[config.mk]
export PLATFORM = sky130hd
export DESIGN_NAME = store_trace_fifo
export DESIGN_NICKNAME = d
export VERILOG_FILES = /design/src/rtl/store_trace_fifo.sv
export SDC_FILE = /design/constraint.sdc
export NUM_CORES = 1
export LEC_CHECK = 0
export CAP_MARGIN = 20
export CORE_MARGIN = 1
export CORE_UTILIZATION = 40
export DETAILED_ROUTE_END_ITERATION = 6
export PLACE_DENSITY = 0.7
export SKIP_CTS_REPAIR_TIMING = 1
export SYNTH_ARGS = -nofsm -noshare
export SYNTH_HDL_FRONTEND = slang
export SYNTH_SLANG_ARGS = --single-unit
[constraint.sdc]
create_clock -name clk -period 24.9 [get_ports clk]
set_clock_uncertainty 0.2 [all_clocks]
set_input_delay 3.735 -clock clk [delete_from_list [all_inputs] [get_ports clk]]
set_output_delay 3.735 -clock clk [all_outputs]
set_load 0.01 [all_outputs]
[src/rtl/store_trace_fifo.sv]
// Captures CPU stores that hit an address window into a FIFO for a debug reader, plus an MMIO LED register.
// Optional STORE_TRACE_TSTAMP_EN adds a 16-bit cycle stamp per entry on out_tstamp.
module store_trace_fifo #(
  parameter int unsigned DEPTH     = 8,
  parameter logic [31:0] WIN_MATCH = 32'hFFFF_0000,
  parameter logic [31:0] WIN_MASK  = 32'hFFFF_0000,
  parameter logic [31:0] LED_ADDR  = 32'hFFFF_0010
) (
  input  logic                     clk,
  input  logic                     reset,
  input  logic                     memwrite,
  input  logic [31:0]              dataadr,
  input  logic [31:0]              writedata,
  output logic                     out_valid,
  input  logic                     out_ready,
  output logic [31:0]              out_addr,
  output logic [31:0]              out_data,
  output logic [$clog2(DEPTH):0]   count,
  output logic                     overflow,
  output logic [7:0]               drop_cnt,
`ifdef STORE_TRACE_TSTAMP_EN
  output logic [15:0]              out_tstamp,
`endif
  output logic [3:0]               led
);

  localparam int unsigned AW = $clog2(DEPTH);
  localparam int unsigned CW = AW + 1;

  logic [31:0]   mem_addr [DEPTH];
  logic [31:0]   mem_data [DEPTH];
  logic [CW-1:0] rd_ptr, wr_ptr, rd_nxt, wr_nxt, cnt_nxt;
  logic          push, pop, push_ok, drop, full, led_hit, head_is_new;

`ifdef STORE_TRACE_TSTAMP_EN
  logic [15:0] mem_ts [DEPTH];
  logic [15:0] tstamp;
`endif

  // Push/pop decisions and the pointer state after this edge
  always_comb begin
    push        = memwrite & ((dataadr & WIN_MASK) == WIN_MATCH);
    led_hit     = memwrite & (dataadr == LED_ADDR);
    full        = (wr_ptr[AW] != rd_ptr[AW]) && (wr_ptr[AW-1:0] == rd_ptr[AW-1:0]);
    pop         = out_valid & out_ready;
    push_ok     = push & (~full | pop);
    drop        = push & full & ~pop;
    rd_nxt      = rd_ptr + CW'(pop);
    wr_nxt      = wr_ptr + CW'(push_ok);
    cnt_nxt     = wr_nxt - rd_nxt;
    // New head is the entry being written this cycle (FIFO was empty or drains to it)
    head_is_new = (rd_nxt == wr_ptr);
  end

  // Storage array, no reset needed
  always_ff @(posedge clk) begin
    if (!reset && push_ok) begin
      mem_addr[wr_ptr[AW-1:0]] <= dataadr;
      mem_data[wr_ptr[AW-1:0]] <= writedata;
`ifdef STORE_TRACE_TSTAMP_EN
      mem_ts[wr_ptr[AW-1:0]]   <= tstamp;
`endif
    end
  end

  // Pointers, registered head and status
  always_ff @(posedge clk) begin
    if (reset) begin
      rd_ptr    <= '0;
      wr_ptr    <= '0;
      count     <= '0;
      out_valid <= 1'b0;
      out_addr  <= '0;
      out_data  <= '0;
      overflow  <= 1'b0;
      drop_cnt  <= '0;
      led       <= '0;
`ifdef STORE_TRACE_TSTAMP_EN
      out_tstamp <= '0;
      tstamp     <= '0;
`endif
    end else begin
      rd_ptr    <= rd_nxt;
      wr_ptr    <= wr_nxt;
      count     <= cnt_nxt;
      out_valid <= (cnt_nxt != '0);
      if (cnt_nxt != '0) begin
        out_addr <= head_is_new ? dataadr   : mem_addr[rd_nxt[AW-1:0]];
        out_data <= head_is_new ? writedata : mem_data[rd_nxt[AW-1:0]];
`ifdef STORE_TRACE_TSTAMP_EN
        out_tstamp <= head_is_new ? tstamp : mem_ts[rd_nxt[AW-1:0]];
`endif
      end
      if (drop) begin
        overflow <= 1'b1;
        if (drop_cnt != 8'hFF) drop_cnt <= drop_cnt + 8'd1;
      end
      if (led_hit) led <= writedata[3:0];
`ifdef STORE_TRACE_TSTAMP_EN
      tstamp <= tstamp + 16'd1;
`endif
    end
  end

endmodule

Yosys cells after proc, flatten, opt, wreduce, memory -nomap -nowiden
Memories as Yosys holds them, arrays and structs flattened.
Index checks and enable logic that the tools add are counted.
- input bits: 68
- bits in registers: 90
- output and inout port bits: 82
- memory bits (writable): 512
- memories: 2
- word-level logic and storage cells: 39
- memories (name ; words ; bits a word ; read ports ; clocked after memory_dff ; wr ports ; line ; text):
    mem_addr ; 8 ; 32 ; 1 ; 0 ; 1 ; 30 ; logic [31:0] mem_addr [DEPTH];
    mem_data ; 8 ; 32 ; 1 ; 0 ; 1 ; 31 ; logic [31:0] mem_data [DEPTH];
- bitwise gates (word level): 9
- $add $sub $neg: 4
- muxes and demuxes: 4
- reduce and logical (&&, ||, !) cells: 5
- equal/unequal tests: 6
- operator list (cell ; count):
    32-bit 2-to-1 mux ; 2
    32-bit == test (second input constant) ; 1
    16-bit == test (second input constant) ; 1
    4-bit by 1-bit adder with 4-bit output ; 2
    8-bit by 1-bit adder with 8-bit output (second input constant) ; 1
    8-bit inequality test (second input constant) ; 1
    1-bit AND ; 6
    4-bit == test ; 1
    4-bit nonzero test ; 1
    4-bit subtractor ; 1
    3-bit == test ; 1
    1-bit logical AND ; 2
    1-bit 2-to-1 mux ; 2
    1-bit inverter ; 2
    2-bit AND reduction ; 1
    1-bit logical NOT ; 1
    1-bit inequality test ; 1
    1-bit bitwise OR ; 1

Depth between registers and ports, before layout
Gate-level depths: netlist (run 1).
- depth after elaboration: 8
- depth in mapped cells: 16
- depth with buffers taken out: 14

Least setup slack after synthesis (run 1)
Ideal clock, no wire load.
- kind: in2reg
- start: in dataadr[23]
- end: mem mem_addr[0][0], enable pin
- setup time: 644 ps
- cell stages on the path: 6
- setup slack: 13542 ps
- buffers on the path: 0
- arrival: 10513 ps
- data required time: 24056 ps
- path through: nand4_1 nor2_1 nand3_1 a21oi_1 nand2b_1 nor4_1
- word-level cells in the longest chain between the ends: 6
- ends and longest elaborated chain (what ; line ; text):
    from (decl) ; 12 ; input logic [31:0] dataadr,
    16-bit == test ; 42 ; push = memwrite & ((dataadr & WIN_MASK) == WIN_MATCH);
    1-bit AND ; 42 ;
    1-bit AND ; 46 ; push_ok = push & (~full | pop);
    1-bit logical AND ; 57 ; if (!reset && push_ok) begin
    1-bit 2-to-1 mux ; 57 ;
    1-bit 2-to-1 mux (implied by the code) ; 58 ; mem_addr[wr_ptr[AW-1:0]] <= dataadr;
    to (decl) ; 30 ;
No other way between the ends.

Worst setup path in the final report (run 1)
- start: in out_ready
- end: reg out_data[19]
- word-level cells in the longest chain between the ends: 6
- elaborated cells on any way between the ends: 10
- classes of those cells: add/sub (3); eq/ne (1); mux (1); bitwise (3); reduce/logical (1); memory (1)
- ends and longest elaborated chain (what ; line ; text):
    from (decl) ; 15 ; input logic out_ready,
    1-bit AND * ; 45 ; pop = out_valid & out_ready;
    1-bit bitwise OR ; 46 ;
    1-bit AND ; 46 ;
    4-bit by 1-bit adder with 4-bit output ; 49 ; wr_nxt = wr_ptr + CW'(push_ok);
    4-bit subtractor ; 50 ; cnt_nxt = wr_nxt - rd_nxt;
    4-bit nonzero test ; 87 ; if (cnt_nxt != '0) begin
    to (signal assigned) ; 89 ; out_data <= head_is_new ? writedata : mem_data[rd_nxt[AW-1:0]];
    to (decl) ; 17 ; output logic [31:0] out_data,
Every way passes the cells marked *; elsewhere a longest branch is shown, timed or not.
A chain may end at the register's enable or synchronous reset.

==> impl_metrics.toml, run 1 <==
[logic_synthesis]
synth_cell_types = 41
synth_compound_area_share_pct = 8.92
yosys_warnings = 0
yosys_register_bits = 602
synthSimpleGateAreaFrac_pct = 7.73
synth_mux_area_share_pct = 5.74
seq_area_frac_synth_pct = 74.1
synth_common_cells = "edfxtp_1 (512), nand2_1 (262), mux2i_1 (133)"
synth_xor_area_share_pct = 0.874
synth.most_common_cell = "edfxtp_1"
synth_area_leaders = "edfxtp_1 (66%), dfxtp_1 (7.8%), mux2i_1 (5.7%), a32oi_1 (4.8%), nand2_1 (4.2%)"
synth_top_family_by_area = "compound AO/OA/AOI/OAI gates"
async_reset_ff_share_pct = 0
syn_avg_cell_area_um2 = 15.1
netlist_area_um2 = 23200
syn-num-nets = 1615
synthFlopType = "edfxtp_1"
syn_inst = 1538
yosysTopAreaCell = "edfxtp_1"
synth-edff-count = 512
synthAdderAreaFrac_pct = 0.518
yosysTopAreaCellShare_pct = 66.3

[timing]
timing.final.crit_period_ns = 8.00
drv_slew = 0
tightest_slew_ns = 1.11
clock.fmax_mhz = 125
setup_tns_ns = 0
setup-violations-final = 0
finalCritPeriodShare_pct = 32.1
slew_headroom_pct = 25.9
hold_viol_final = 0
rsz0062_at_grt = "no"

[layout]
n_fill_cell = 4819
syn2layout_area_growth_pct = 18.4
insertedDiodeCount = 0
final_cells = 2482
nNetsFinal = 1752
drive_gt1_share_pct = 7.36

[floorplanning]
ios = 150
core_area_um2 = 56800
initial_utilization_pct = 40.8
die_w_um = 243
die-area_um2 = 59000
rows = 87
fp.dieH_um = 243

[place]
dp_hpwl_um = 28500
gp_congestion = 0.742
dp.cells = 2368
portBuffers = 149

[setup_path]
worstSetupEndpointType = "flop"
cp-start-kind = "input pin"
crit_arrival_ns = 8.32
crit_type = "in2reg"
ff2ff_setup_slack_ns = 20.12
required_ns = 25.22
path_max_fanout = 64

[detailed_routing]
drc = 0
via_per_inst = 5.65
post_drt_wl_per_cell_um = 22.7
ant_nets = 0
drt-initial-drc-count = 1156
vias = 14000
dr.pass1.iters = 5
wl_um = 56300

[power]
power_leakage_uw = 0.00880
pwr-share-clk_pct = 35.1
powerDensity_nw_per_um2 = 92.8
p_sw_share_pct = 27.8
p_sw_uw = 708
ir_drop_mv = 0.0568
p_int_uw = 1840
power.share.combinational_pct = 19.5
power_frac_seq_pct = 45.4

[global_routing]
grt_pass1_vias = 14000
grt_antenna_before_repair = 4
grt_max_degree = 141
grt_remaining_overflow = 0
grt_pass1_wl_um = 84700
grt_usage_pct = 18.8

[run_status]
status = "finished clean"

[clocking]
htreeDepth = 2
clock_latency_ns = 0.64
clk_pin_slew_ns = 0.06
cts_root_buf = "clkbuf_16"
cts_max_path_buffers = 3
cts_tree = "yes"
numCtsBuffers = 60
clock-sinks = 602

[run]
max_cap_viol_count = 0

[min_path]
min_path_type = "reg2reg"
==> final cells by class <==
cell class	instances	area, um^2	area share, %
flip-flops and latches	602	17200	62.5
multi-input cells	826	5620	20.5
repair buffers	176	1720	6.26
clock buffers	85	1640	5.95
well taps	756	946	3.44
clock inverters	28	329	1.20
inverters	9	36.3	0.132
==> sequential cells by signal, summed over array words and instances (netlist names) <==
name       cells
count          4
drop_cnt       8
led            4
mem_addr     256
mem_data     256
out_addr      32
out_data      32
out_valid      1
overflow       1
rd_ptr         4
wr_ptr         4
==> cells in the final DEF, fill, tap and decap left out, drive strengths merged, types with 6 or more instances in the layout <==
master         count
mux2i            133
bufinv             6
nand2            262
nor2              33
xor2               6
nand3              8
and3              65
dfxtp             90
clkinv            20
ha                 8
buf               27
inv                9
a21oi             67
o2bb2ai           64
a32oi            128
nor4               9
clkdlybuf4s50    149
edfxtp           512
xnor2             11
clkbuf            85
==> power groups by stage <==
stage / clock [uW] / sequential (uW) / combinational [uW]
after floorplan: 0 / 1190 / 253
after global placement: 0 / 1180 / 489
after detailed placement: 0 / 1180 / 498
after CTS: 910 / 1160 / 500
after global routing: 951 / 1160 / 534
final: 894 / 1160 / 497
==> through the flow <==
stage / setup slack (ns) / power, uW / instance area (um^2) / util [%] / hold WS (ns)
after floorplan: 13.54 / 1440 / 23200 / - / 0.270
final: 16.90 / 2550 / 27500 / 48.3 / 0.260
after CTS: 16.95 / 2570 / 27400 / 48.3 / 0.261
after detailed placement: 16.31 / 1680 / 25500 / 44.8 / 0.246
after global placement: 16.43 / 1670 / 25500 / 44.8 / 0.238
after global routing: 16.66 / 2650 / 27500 / 48.3 / 0.273
==> layer usage <==
| metal | share of wire, % | routed length [um] | up-vias | GRT usage [%] |
|---|---|---|---|---|
| li1 | - | - | 6228 | - |
| met1 | 42 | 23800 | 7160 | 25.0 |
| met2 | 48 | 27000 | 526 | 31.1 |
| met3 | 7.4 | 4150 | 97 | 3.63 |
| met4 | 2.3 | 1310 | 8 | 5.92 |
| met5 | 0.094 | 53 | - | 0 |
==> worst max-delay path, cell delays in order <==
cell             delay, ns
clkdlybuf4s50_1       0.45
and2_1                0.18
ha_1                  0.20
ha_1                  0.25
xor2_4                0.15
buf_4                 0.60
inv_4                 0.47
ha_1                  0.49
a21oi_1               0.23
xnor3_1               0.30
nor3b_4               0.19
buf_4                 0.75
o2bb2ai_1             0.18
==> cell families after synthesis <==
kind of cell	count (synthesis)
and+or+nand+nor	402
DFF	602
xor gates and xnor gates	19
muxes	133
AOI/OAI and AO/OA	263
buffers and inverters	110
adders and majority gates	9
==> final timing paths <==
check                           depth (start not counted)           end      start
worst max-delay path                                   13  out_data[19]  out_ready
worst min-delay path                                    2      overflow   overflow
worst max register to register                         12  out_data[19]  out_valid
worst min register to register                          2      overflow   overflow
No activity file was read; power rests on OpenSTA's default activity.
==> run 2, diff against run 1 <==
--- a/config.mk
+++ b/config.mk
@@ -9,7 +9,7 @@
 export CORE_MARGIN = 1
 export CORE_UTILIZATION = 40
 export DETAILED_ROUTE_END_ITERATION = 6
-export PLACE_DENSITY = 0.7
+export PLACE_DENSITY = 0.72
 export SKIP_CTS_REPAIR_TIMING = 1
 export SYNTH_ARGS = -nofsm -noshare
 export SYNTH_HDL_FRONTEND = slang
==> constraint.sdc (replaced) <==
create_clock -name clk -period 6.6 [get_ports clk]
set_clock_uncertainty 0.2 [all_clocks]
set_input_delay 0.99 -clock clk [delete_from_list [all_inputs] [get_ports clk]]
set_output_delay 0.99 -clock clk [all_outputs]
set_load 0.01 [all_outputs]
==> run 2 against run 1 <==
Effect of this change: hold slack about the same; first-iteration DRC count is 18% higher; largest cell class unchanged; die area unchanged; highest routed layer unchanged; sequential power grew to 3.8 times the previous value; via count decreased by 0.29%; sequential share of layout area down 0.49 points; count of clock-buffer cells in the layout is 9 lower; critical path type unchanged.
==> impl_metrics.toml, run 2 (synthesis results as in run 1) <==
[layout]
drive_gt1_share_pct = 7.99
layout_common_cells = "edfxtp_1 (512), nand2_1 (262), clkdlybuf4s50_1 (149)"
finish.utilization_pct = 48.7
nNetsFinal = 1752
final_common_cell = "edfxtp_1"
syn2layout_area_growth_pct = 19.3

[global_routing]
grt_usage_pct = 19.1
grt_remaining_overflow = 0
grt_pass1_vias = 14200
met2_usage_pct = 30.8
grt_busiest_layer = "met2"
grt_antenna_before_repair = 5
grtUsageMet1_pct = 25.8
grt_pass1_wl_um = 86400
grt_max_degree = 175
globalRouteMet3Util_pct = 3.65

[clocking]
cts_tree = "yes"
numCtsBuffers = 61
clock-sinks = 602
cts_root_buf = "clkbuf_16"
clk_pin_slew_ns = 0.06
clock_latency_ns = 0.63
cts_max_path_buffers = 3
htreeDepth = 2

[setup_path]
ff2ff_setup_slack_ns = 2.18
reg2reg_to = "out_data[20]"
crit_arrival_ns = 5.29
crit_end = "out_data[20]"
r2r_start = "wr_ptr[2]"
required_ns = 6.86
ff2ff_path_depth = 11
path_max_fanout = 65
worstSetupStartpoint = "dataadr[27]"
path_cells = "clkdlybuf4s50_1, nand4_1, nor2_1, nand3_1, a21oi_1, ha_1, ha_1, ha_1, a21o_1, a21oi_1, xnor3_1, a21o_4, o2bb2ai_1"
critPathMostFrequentCell = "ha_1"
cpPeakStageDelay_ns = 0.75
worstSetupEndpointType = "flop"
crit_type = "in2reg"
cp_slowest_cell = "a21o_4"
cp-start-kind = "input pin"

[floorplanning]
die-area_um2 = 59000
die_w_um = 243
initial_utilization_pct = 40.8
core_area_um2 = 56800
fp.dieH_um = 243
rows = 87
ios = 150

[timing]
finalCritPeriodShare_pct = 76.2
clock.fmax_mhz = 199
drv_slew = 0
hold_viol_final = 0
setup-violations-final = 0
slew_headroom_pct = 23.8
timing.final.crit_period_ns = 5.03
hold_slack_ns = 0.260
fin_ws_ns = 1.57
tightest_slew_ns = 1.14
setup_tns_ns = 0
rsz0062_at_grt = "no"

[detailed_routing]
via_per_inst = 5.62
drc = 0
vias = 14000
drt-initial-drc-count = 1360
wl_um = 56700
ant_nets = 0
dr.pass1.iters = 5
post_drt_wl_per_cell_um = 22.8

[power]
power_frac_seq_pct = 44.7
power_uw = 9780
p_sw_uw = 2730
pwr-share-clk_pct = 35.6
powerDensity_nw_per_um2 = 353
ir_drop_mv = 0.232
p_sw_share_pct = 28.0
power.share.combinational_pct = 19.6
power_leakage_uw = 0.00886
p_int_uw = 7050

[min_path]
min_path_type = "reg2reg"
hold_depth = 2

[run]
max_cap_viol_count = 0

[place]
dp_hpwl_um = 28700
dpl_worst_slack_ns = 0.937
gp_congestion = 0.740
portBuffers = 149

[run_status]
status = "finished clean"
-- run 2: cell count changes in the layout (fill, tap and decap cells not counted), sizes merged --
| cell | delta |
|---|---|
| clkinvlp | +5 |
| buf | -1 |
| bufinv | +1 |
| diode | +3 |
| inv | +5 |
| clkbuf | -9 |
-- run 2: routing by layer --
layer,vias to the layer above,share of wire [%]
met1,7089,43
met3,105,7.2
met5,-,0.046
li1,6252,-
met2,529,47
met4,4,2.6
-- run 2: critical path: cells and delay by family --
family,cells,cell delay [ns]
xor gates and xnor gates,1,0.32
AOI/OAI and AO/OA,5,1.63
and+or+nand+nor,3,0.76
adders and majority gates,3,0.84
buffers and inverters,1,0.69
-- run 2: power groups by stage --
| stage | Combinational, uW | Clock [uW] | Sequential, uW |
|---|---|---|---|
| 6_report | 1920 | 3490 | 4370 |
| 2_1_floorplan | 953 | 0 | 4490 |
| 4_1_cts | 1930 | 3550 | 4380 |
| 3_5_place_dp | 1920 | 0 | 4450 |
| 3_3_place_gp | 1900 | 0 | 4460 |
| 5_1_grt | 2060 | 3700 | 4390 |
-- run 2: worst min path at each step --
stage,from,end
floorplan,overflow,overflow
global placement,overflow,overflow
detailed placement,overflow,overflow
CTS,overflow,overflow
global route,out_addr[6],out_addr[6]
finish,overflow,overflow
-- run 2: layout make-up --
type	instances	area (um^2)
Inverter	9	36.3
Fill cell	4737	29100
Clock inverter	39	418
Sequential cell	602	17200
Clock buffer	76	1630
Timing Repair Buffer	175	1810
Tap cell	756	946
Antenna cell	3	7.51
Multi-Input combinational cell	826	5640
-- run 2: stage by stage --
stage | std cells | instance area [um^2]
finish | 2486 | 27700
global route | 2486 | 27700
CTS | 2481 | 27600
detailed placement | 2366 | 25600
global placement | 2366 | 25600
floorplan | 1538 | 23200
